<file path="src/rtl/seq_alu.sv">
// ----------------------------------------------------------------------------
// seq_alu
//
// Handshaked ALU between the register-file read stage and the writeback /
// memory-address stage. ADD, SUB, LOAD and STR finish in one cycle. MUL uses
// shift-add and DIV/MOD use restoring division, both one bit per cycle, so the
// control unit stalls on in_ready / out_valid.
//
// Ports
//   clk, rst_n            rising-edge clock, synchronous active-low reset
//   in_valid / in_ready   request handshake; opcode, a, b are latched on accept
//   opcode                000 ADD, 001 SUB, 010 MUL, 011 DIV, 100 LOAD,
//                         101 STR, 110 MOD, 111 reserved
//   a, b                  unsigned operands (dividend/multiplicand, divisor/multiplier)
//   out_valid / out_ready result handshake; result and flags hold while out_valid
//   result                WIDTH-bit result
//   flag_zero             result == 0
//   flag_carry            ADD/LOAD/STR carry-out, SUB borrow
//   flag_ovf              ADD/SUB signed overflow, MUL high product half non-zero
//   flag_dz               DIV/MOD by zero
// ----------------------------------------------------------------------------
module seq_alu #(
    parameter int WIDTH = 16
) (
    input  logic             clk,
    input  logic             rst_n,
    input  logic             in_valid,
    output logic             in_ready,
    input  logic [2:0]       opcode,
    input  logic [WIDTH-1:0] a,
    input  logic [WIDTH-1:0] b,
    output logic             out_valid,
    input  logic             out_ready,
    output logic [WIDTH-1:0] result,
    output logic             flag_zero,
    output logic             flag_carry,
    output logic             flag_ovf,
    output logic             flag_dz
);

    localparam int CNT_W = $clog2(WIDTH) + 1;

    typedef enum logic [2:0] {
        OP_ADD  = 3'b000,
        OP_SUB  = 3'b001,
        OP_MUL  = 3'b010,
        OP_DIV  = 3'b011,
        OP_LOAD = 3'b100,
        OP_STR  = 3'b101,
        OP_MOD  = 3'b110,
        OP_RSVD = 3'b111
    } op_e;

    typedef enum logic [1:0] {S_IDLE, S_MUL, S_DIV, S_DONE} state_e;

    state_e             state, state_nxt;
    logic               in_ready_q;
    logic [CNT_W-1:0]   cnt;
    logic [2*WIDTH-1:0] acc;      // multiply accumulator
    logic [2*WIDTH-1:0] mcand;    // multiplicand, shifted left one place per step
    logic [WIDTH-1:0]   mplier;   // multiplier, shifted right one place per step
    logic [WIDTH-1:0]   rem;      // partial remainder
    logic [WIDTH-1:0]   quo;      // dividend shifting out MSB-first, quotient shifting in
    logic [WIDTH-1:0]   divisor;
    logic               is_mod;

    op_e  op;
    logic accept;
    logic last_step;

    assign op        = op_e'(opcode);
    assign in_ready  = in_ready_q;
    assign accept    = in_valid & in_ready_q;
    assign last_step = (cnt == CNT_W'(1));

    // Single-cycle arithmetic on the live inputs; only used on the accept edge.
    logic [WIDTH:0] sum, diff;
    assign sum  = {1'b0, a} + {1'b0, b};
    assign diff = {1'b0, a} - {1'b0, b};   // diff[WIDTH] is the borrow (a < b)

    // One iteration of shift-add multiply and restoring divide.
    logic [2*WIDTH-1:0] mul_acc_nxt;
    logic [WIDTH:0]     div_trial, div_diff;
    logic               div_ge;
    logic [WIDTH-1:0]   rem_nxt, quo_nxt;

    always_comb begin
        mul_acc_nxt = mplier[0] ? (acc + mcand) : acc;
        div_trial   = {rem, quo[WIDTH-1]};
        div_diff    = div_trial - {1'b0, divisor};
        // rem < divisor keeps div_trial below 2*divisor, so the top bit of the
        // difference is a clean "trial < divisor" indicator.
        div_ge      = ~div_diff[WIDTH];
        rem_nxt     = div_ge ? div_diff[WIDTH-1:0] : div_trial[WIDTH-1:0];
        quo_nxt     = {quo[WIDTH-2:0], div_ge};
    end

    // Result/flag load: the output registers change only when entering DONE.
    logic             res_we;
    logic [WIDTH-1:0] res_d;
    logic             carry_d, ovf_d, dz_d;

    always_comb begin
        // NOTE: every output of this block gets a default first so no path
        // through the case statements can leave one unassigned (no latches).
        res_we  = 1'b0;
        res_d   = '0;
        carry_d = 1'b0;
        ovf_d   = 1'b0;
        dz_d    = 1'b0;
        case (state)
            S_IDLE: begin
                if (accept) begin
                    case (op)
                        OP_ADD, OP_LOAD, OP_STR: begin
                            res_we  = 1'b1;
                            res_d   = sum[WIDTH-1:0];
                            carry_d = sum[WIDTH];
                            ovf_d   = (a[WIDTH-1] == b[WIDTH-1]) && (sum[WIDTH-1] != a[WIDTH-1]);
                        end
                        OP_SUB: begin
                            res_we  = 1'b1;
                            res_d   = diff[WIDTH-1:0];
                            carry_d = diff[WIDTH];
                            ovf_d   = (a[WIDTH-1] != b[WIDTH-1]) && (diff[WIDTH-1] != a[WIDTH-1]);
                        end
                        OP_DIV, OP_MOD: begin
                            if (b == '0) begin
                                res_we = 1'b1;
                                dz_d   = 1'b1;
                            end
                        end
                        OP_RSVD: res_we = 1'b1;
                        default: ;   // OP_MUL starts iterating
                    endcase
                end
            end
            S_MUL: begin
                if (last_step) begin
                    res_we = 1'b1;
                    res_d  = mul_acc_nxt[WIDTH-1:0];
                    ovf_d  = |mul_acc_nxt[2*WIDTH-1:WIDTH];
                end
            end
            S_DIV: begin
                if (last_step) begin
                    res_we = 1'b1;
                    res_d  = is_mod ? rem_nxt : quo_nxt;
                end
            end
            default: ;
        endcase
    end

    // State register.
    always_ff @(posedge clk) begin
        // NOTE: sequential state is updated with non-blocking assignments so
        // every register samples the pre-edge values of its inputs.
        if (!rst_n) state <= S_IDLE;
        else        state <= state_nxt;
    end

    // Next-state logic.
    always_comb begin
        state_nxt = state;
        case (state)
            S_IDLE: begin
                if (accept) begin
                    case (op)
                        OP_MUL:         state_nxt = S_MUL;
                        OP_DIV, OP_MOD: state_nxt = (b == '0) ? S_DONE : S_DIV;
                        default:        state_nxt = S_DONE;
                    endcase
                end
            end
            S_MUL:   if (last_step) state_nxt = S_DONE;
            S_DIV:   if (last_step) state_nxt = S_DONE;
            S_DONE:  if (out_ready) state_nxt = S_IDLE;
            default: state_nxt = S_IDLE;
        endcase
    end

    // Output logic.
    always_comb begin
        out_valid = (state == S_DONE);
    end

    // Datapath and output registers.
    always_ff @(posedge clk) begin
        if (!rst_n) begin
            // NOTE: datapath registers are reset as well, so an aborted
            // operation leaves nothing stale behind in the result or flags.
            in_ready_q <= 1'b0;
            cnt        <= '0;
            acc        <= '0;
            mcand      <= '0;
            mplier     <= '0;
            rem        <= '0;
            quo        <= '0;
            divisor    <= '0;
            is_mod     <= 1'b0;
            result     <= '0;
            flag_zero  <= 1'b0;
            flag_carry <= 1'b0;
            flag_ovf   <= 1'b0;
            flag_dz    <= 1'b0;
        end else begin
            // Registered so in_ready stays low through reset and rises on the
            // first edge after rst_n is released.
            in_ready_q <= (state_nxt == S_IDLE);

            if (res_we) begin
                result     <= res_d;
                flag_zero  <= (res_d == '0);
                flag_carry <= carry_d;
                flag_ovf   <= ovf_d;
                flag_dz    <= dz_d;
            end

            case (state)
                S_IDLE: begin
                    if (accept) begin
                        cnt     <= CNT_W'(WIDTH);
                        acc     <= '0;
                        mcand   <= {{WIDTH{1'b0}}, a};
                        mplier  <= b;
                        rem     <= '0;
                        quo     <= a;
                        divisor <= b;
                        is_mod  <= (op == OP_MOD);
                    end
                end
                S_MUL: begin
                    acc    <= mul_acc_nxt;
                    mcand  <= mcand << 1;
                    mplier <= mplier >> 1;
                    cnt    <= cnt - CNT_W'(1);
                end
                S_DIV: begin
                    rem <= rem_nxt;
                    quo <= quo_nxt;
                    cnt <= cnt - CNT_W'(1);
                end
                default: ;
            endcase
        end
    end

endmodule

</file>
<file path="config.mk">
export PLATFORM = sky130hd
export DESIGN_NAME = seq_alu
export DESIGN_NICKNAME = d
export VERILOG_FILES = /design/src/rtl/seq_alu.sv
export SDC_FILE = /design/constraint.sdc
export NUM_CORES = 1
export LEC_CHECK = 0
export CORE_MARGIN = 1
export CORE_UTILIZATION = 60
export CTS_BUF_LIST = sky130_fd_sc_hd__clkbuf_8 sky130_fd_sc_hd__clkbuf_16
export DETAILED_ROUTE_END_ITERATION = 10
export MAX_ROUTING_LAYER = met4
export PLACE_DENSITY = 0.8
export SLEW_MARGIN = 20
export SYNTH_ARGS = -nofsm -noshare
export SYNTH_HDL_FRONTEND = slang
export SYNTH_SLANG_ARGS = --single-unit
</file>
<file path="constraint.sdc">
create_clock -name clk -period 6.93 [get_ports clk]
set_input_delay 0.693 -clock clk [delete_from_list [all_inputs] [get_ports clk]]
set_output_delay 0.693 -clock clk [all_outputs]
set_load 0.02 [all_outputs]
</file>
==> run_results.csv, run 1 <==
group,metric,value,unit
outcome,status,"finished, final reports clean",
place,hpwl,25300,µm
floorplan,core-area,18000,µm²
clock_tree,htreeDepth,4,
sta,hold_viol,0,
detailed_routing,vias_per_cell,6.47,
power,leakagePower,4.78,nW
finish,area_growth,11.4,%
global_routing,use_met1,51.3,%
finish,most-common-layout-cells,"201 x nor2_1, 157 x dfxtp_1, 130 x nand2_1, 129 x a21oi_1, 85 x ha_1",
detailed_routing,routed_wl,33800,µm
yosys,synth-compound-area-share,26.0,%
global_routing,gr-usage-all-layers,37.7,%
clock_tree,ctsResizeCount,0,
floorplan,io_pins,61,
global_routing,grt_pass1_vias,9566,
yosys,avgSynthCellArea,7.79,µm²
floorplan,die_w,138,µm
power,ir_worst_vdd,0.627,mV
clock_tree,post_cts_buffers,0,
clock_tree,clkSlewWorstSetupHoldPaths,70,ps
sta,max_slew_margin,31.6,%
yosys,ys_top_cells_by_area,"dfxtp_1 28%, ha_1 9.7%, nor2_1 6.8%",
critical_path,crit_required,7270,ps
critical_path,worstSetupPathType,"register to register",
critical_path,critPathMaxStageDelay,710,ps
critical_path,slowest_stage,"xor2_4",
yosys,ys_types,82,
clock_tree,clock_path_buffers,2,
sta,max_slew.worst_pin.slew,1030,ps
yosys,async_reset_ff_share,0,%
detailed_routing,drc,0,
detailed_routing,num_vias,10800,
sta,skew,11.3,ps
finish,drive_gt1_share,5.92,%
sta,grt_setup_unrepaired,"false",
critical_path,path_max_fanout,24,
clock_tree,cts_root_buf,"clkbuf_16",
global_routing,grt.overflow.total,0,
yosys,synthFlopType,"dfxtp_1",
yosys,ys_seq_area_share,28.5,%
yosys,synthMuxAreaShare,5.66,%
global_routing,grt-busiest-layer,"met2",
yosys,synth_simple_gate_area_share,19.1,%
floorplan,start_util,61.3,%
clock_tree,cts_sinks,157,
finish,nNetsFinal,1551,
global_routing,antenna_found_initial,0,
sta,finalCritPeriodShare,64.7,%
sta,setup_viol,0,
finish,fillers,1573,
critical_path,cp_data_arrival_time,4820,ps
yosys,syn_area,11000,µm²
yosys,yosysWarnings,0,
floorplan,die_h,138,µm
yosys,synth_fa_ha_area_share,10.6,%
sta,layout_min_cycle_time,4480,ps
global_routing,grt_max_degree,64,
hold_path,hold_path_depth,2,
place,io_buffer_count,60,
finish,final_common_cell,"nor2_1",
critical_path,cp_common_cell,"inv_1",
yosys,syn_inst,1418,
clock_tree,cts_tree,"built",
yosys,synth_xor_area_share,5.09,%
sta,slew_violations,0,
global_routing,use_met3,6.14,%
floorplan,fp-row-count,49,
critical_path,reg2regPathDepth,14,
clock_tree,clk_latency,440,ps
floorplan,fp.dieArea,19000,µm²
power,seqPwrFrac,29.0,%
detailed_routing,ant_nets,0,
yosys,synth_top_family_by_area,"compound AO/OA/AOI/OAI gates",
power,clkPwrFrac,23.0,%
yosys,synth.top_cell.area_share,28.5,%
yosys,ys_seq_elements,157,
yosys,synth_edf_count,0,
power,sw_frac_of_total,43.6,%
power,p_int,2.32,mW
detailed_routing,wl_per_cell,20.3,µm
power,p_comb_share,48.0,%
critical_path,startpoint_type,"register",
hold_path,hold_path_class,"register to register",
clock_tree,numCtsBuffers,17,
place,gp_congestion,1.01,
yosys,yosysTopAreaCell,"dfxtp_1",
global_routing,grt_pass1_wl,52800,µm
detailed_routing,drtIter0Drc,1078,
sta,final.setup.tns,0,ps
power,p_sw,1.79,mW
yosys,synth_nets,1547,
detailed_routing,drtPass1Iterations,8,
clock_tree,hold_buffers,0,
critical_path,critPathCaptureType,"register",
job,max-cap-violations,0,
global_routing,grtUsageMet2,55.4,%
sta,clock.fmax,223,MHz
power,power_per_cell_area,334,nW/µm²
finish,num_antenna_cells,0,
power,total_power,4.10,mW
critical_path,cp_cell_sequence,"inv_1 -> ha_1 -> inv_1 -> fa_1 -> a211oi_2 -> nor4b_4 -> o31ai_4 -> o21ai_4 -> xor2_4 -> mux2_2 -> a221oi_1 -> nand4_1 -> or4_1 -> o41ai_2",
[metrics by stage]
step	area (µm²)	util [%]	setup slack, ps	hold slack [ps]	std cells
after floorplan	11000	-	3430	436	1418
after global placement	11700	65.0	2450	442	1632
after detailed placement	11700	65.0	2470	448	1632
after CTS	12300	68.2	2530	457	1664
after global routing	12300	68.3	2320	467	1664
final	12300	68.3	2450	456	1664
[area by class of cell]
| type | count | area [µm²] | area share, % |
|---|---|---|---|
| Clock buffer | 17 | 425 | 3.46 |
| Inverter | 60 | 228 | 1.85 |
| Timing Repair Buffer | 74 | 706 | 5.74 |
| Tap cell | 229 | 287 | 2.33 |
| Multi-Input combinational cell | 1112 | 7360 | 59.8 |
| Sequential cell | 157 | 3140 | 25.5 |
| Clock inverter | 15 | 153 | 1.24 |
[final timing paths]
| path | to | from | slack (ps) |
|---|---|---|---|
| max | flag_zero$_SDFFE_PN0P_ | quo[15]$_SDFFE_PN0P_ | 2450 |
| min | divisor[8]$_SDFFE_PN0P_ | divisor[8]$_SDFFE_PN0P_ | 460 |
| max reg2reg | flag_zero$_SDFFE_PN0P_ | quo[15]$_SDFFE_PN0P_ | 2450 |
| min reg2reg | divisor[8]$_SDFFE_PN0P_ | divisor[8]$_SDFFE_PN0P_ | 460 |
[worst max-delay path: cells and delay by family (launching register included)]
family	cells	cell delay (ps)
AO/OA/AOI/OAI	5	1450
XOR/XNOR	1	710
adder cells (fa/ha/maj)	2	600
buffers and inverters	2	120
flip-flops	1	340
multiplexers	1	450
AND/OR/NAND/NOR	3	700
[sequential cells by signal, indices dropped and copies added (netlist names), 5 cells and up]
| register | count |
|---|---|
| result | 16 |
| rem | 16 |
| mplier | 16 |
| quo | 16 |
| mcand | 32 |
| cnt | 5 |
| divisor | 16 |
| acc | 32 |
[cell usage after synthesis (4+ instances only)]
library cell,instances
nand2_1,130
a21o_1,18
o41ai_1,5
fa_1,4
o311ai_0,4
nand2b_1,14
o22ai_1,5
inv_1,59
mux2_2,12
o31ai_1,5
nor2b_1,12
a21oi_1,130
o21ai_1,10
nand4_1,16
nor2_1,201
nor4_1,10
a21boi_0,4
o211ai_1,31
xor2_1,19
o221ai_1,5
o21bai_1,6
xnor2_1,42
o21a_1,8
nor3_1,21
and3_1,8
a22oi_1,45
o21ai_0,59
buf_1,7
and2_1,6
nand3_1,18
a222oi_1,8
dfxtp_1,157
a211oi_1,40
mux2i_1,49
clkbuf_1,79
a221oi_1,7
ha_1,86
nor3b_1,6
a31oi_1,11
[cells by family (layout without fill, tap and decap cells)]
| group | count (synthesis) | after routing |
|---|---|---|
| adder cells (fa/ha/maj) | 91 | 91 |
| multiplexers | 61 | 61 |
| AND/OR/NAND/NOR | 465 | 465 |
| XOR/XNOR | 62 | 62 |
| AO/OA/AOI/OAI | 433 | 433 |
| flip-flops | 157 | 157 |
| buffers and inverters | 149 | 166 |
[per-layer routing]
layer,vias up,share of wire (%),wire [µm]
met5,-,0,0
met4,0,3.5,1200
met3,92,7.7,2620
met2,481,43,14600
met1,5052,45,15400
li1,5143,-,-
[power groups by stage]
stage,Clock [mW],Combinational (mW),Sequential (mW)
6_report,0.943,1.97,1.19
2_1_floorplan,0,1.45,1.19
3_3_place_gp,0,1.89,1.20
3_5_place_dp,0,1.92,1.20
4_1_cts,0.948,1.93,1.18
5_1_grt,0.986,2.14,1.21
(Power assumes the default switching activity.)
==> run 2, diff against run 1 <==
CORE_UTILIZATION = 55   (was 60)
PLACE_DENSITY = 0.77   (was 0.8)
clock period = 4 ns   (was 6.93 ns; I/O delays follow)
==> run_results.csv, run 2 (synthesis results as in run 1) <==
group,metric,value,unit
finish,nNetsFinal,1606,
place,io_buffer_count,60,
floorplan,fp.dieArea,20700,µm²
finish,fillers,1735,
critical_path,critPathMaxStageDelay,490,ps
global_routing,grt_pass1_wl,53200,µm
finish,largestRegisters,"acc x32, mcand x32",
critical_path,worstSetupPathType,"register to register",
finish,multiInputGateArea,7400,µm²
global_routing,antenna_found_initial,2,
sta,clock.fmax,259,MHz
finish,final_common_cell,"nor2_1",
detailed_routing,drtIter0Drc,1196,
detailed_routing,drtPass1Iterations,9,
clock_tree,numCtsBuffers,17,
place,gp_congestion,0.990,
clock_tree,clock_path_buffers,2,
power,power_per_cell_area,574,nW/µm²
critical_path,crit_required,4330,ps
clock_tree,clk_latency,430,ps
floorplan,die_h,144,µm
power,ir_worst_vdd,0.429,mV
finish,regArea,3140,µm²
floorplan,core-area,19600,µm²
critical_path,cp_data_arrival_time,4190,ps
critical_path,cp_cell_sequence,"ha_1 -> a21o_1 -> a31oi_1 -> and2_1 -> o21ai_0 -> xor2_1 -> a222oi_1 -> o21ai_0 -> a21oi_1 -> nand4_1 -> or4_1 -> o41ai_2",
clock_tree,cts_tree,"built",
critical_path,path_max_fanout,6,
floorplan,start_util,56.4,%
clock_tree,cts_sinks,157,
place,hpwl,25500,µm
global_routing,grt_max_degree,91,
sta,finalCritPeriodShare,96.4,%
detailed_routing,drc,0,
clock_tree,cts_root_buf,"clkbuf_16",
floorplan,die_w,144,µm
power,leakagePower,5.05,nW
clock_tree,hold_buffers,0,
sta,holdWs,454,ps
sta,skew,13.8,ps
critical_path,slowest_stage,"a222oi_1",
finish,most-common-layout-cells,"201 x nor2_1, 157 x dfxtp_1, 130 x nand2_1, 129 x a21oi_1, 85 x ha_1",
critical_path,startpoint_type,"register",
outcome,status,"finished, final reports clean",
place,placedInstanceArea,12200,µm²
detailed_routing,vias_per_cell,6.22,
clock_tree,htreeDepth,4,
sta,slew_violations,0,
finish,drive_gt1_share,9.21,%
sta,final.setup.tns,0,ps
sta,max_slew_margin,33.8,%
critical_path,cp_common_cell,"o21ai_0",
detailed_routing,num_vias,10900,
sta,hold_viol,0,
sta,layout_min_cycle_time,3860,ps
floorplan,fp-row-count,51,
detailed_routing,wl_per_cell,19.7,µm
global_routing,gr-usage-all-layers,34.8,%
sta,max_slew.worst_pin.slew,993,ps
global_routing,grt.overflow.total,0,
detailed_routing,routed_wl,34600,µm
hold_path,hold_path_class,"register to register",
clock_tree,clkSlewWorstSetupHoldPaths,70,ps
critical_path,critPathCaptureType,"register",
finish,fin_area,12800,µm²
floorplan,io_pins,61,
detailed_routing,ant_nets,0,
job,max-cap-violations,0,
global_routing,grt_pass1_vias,9725,
finish,area_growth,15.8,%
sta,setup_viol,0,
## run 2: changes by cell type in the layout (fill, tap and decap cells not counted), moves of 3 or more
| cell | change |
|---|---|
| buf_4 | +53 |
| inv_1 | +3 |
| inv_8 | -3 |
| inv_6 | -3 |
## run 2: critical path: cells and delay by family, from the launching register on
family / cells / cell delay [ps]
compound gates: 7 / 2050
flops: 1 / 340
xor+xnor: 1 / 190
simple gates: 3 / 820
fa+ha+maj: 1 / 350
## run 2: area by class of cell
cell class              count  share of cell area, %
diodes                      2                 0.0391
flip-flops and latches    157                   24.6
multi-input cells        1113                   57.8
clock buffers              18                   3.43
clock inverters            12                  0.988
repair buffers            128                   8.78
well taps                 265                   2.59
inverters                  60                   1.78
## run 2: path summary, 6_finish.rpt
kind	cells after the start	start	to	slack [ps]
min	2	divisor[7]$_SDFFE_PN0P_	divisor[7]$_SDFFE_PN0P_	450
max	12	mcand[4]$_SDFFE_PN0P_	flag_zero$_SDFFE_PN0P_	140
min reg2reg	2	divisor[7]$_SDFFE_PN0P_	divisor[7]$_SDFFE_PN0P_	450
max reg2reg	12	mcand[4]$_SDFFE_PN0P_	flag_zero$_SDFFE_PN0P_	140
## run 2: timing repair
action,4_1_cts,5_1_grt
endpoints found under the hold margin,0,0
endpoints found under the setup margin,0,2
resized for setup,0,6
setup buffers,0,3
## run 2: metrics by stage
step,power [mW],cells,util (%),worst slack [ps]
global route,7.72,1755,65.3,-11.5
global placement,5.48,1719,62.0,147
floorplan,4.57,1418,-,496
detailed placement,5.53,1719,62.0,29.7
finish,7.35,1755,65.3,145
CTS,7.14,1749,64.9,74.8
## run 2: power breakdown
part | switching (mW) | internal, mW | total (mW)
clock | 0.692 | 0.925 | 1.62
sequential | 0.238 | 1.83 | 2.07
combinational | 2.18 | 1.48 | 3.66
total | 3.11 | 4.24 | 7.35
## run 2: routing by layer
metal  up-vias  global-route usage (%)  routed length, µm
li1       5246                       -                  -
met1      5134                    46.9              15800
met2       480                    52.4              15200
met3        51                    6.06               2680
met4         0                    11.5                825
met5         -                       -                  0
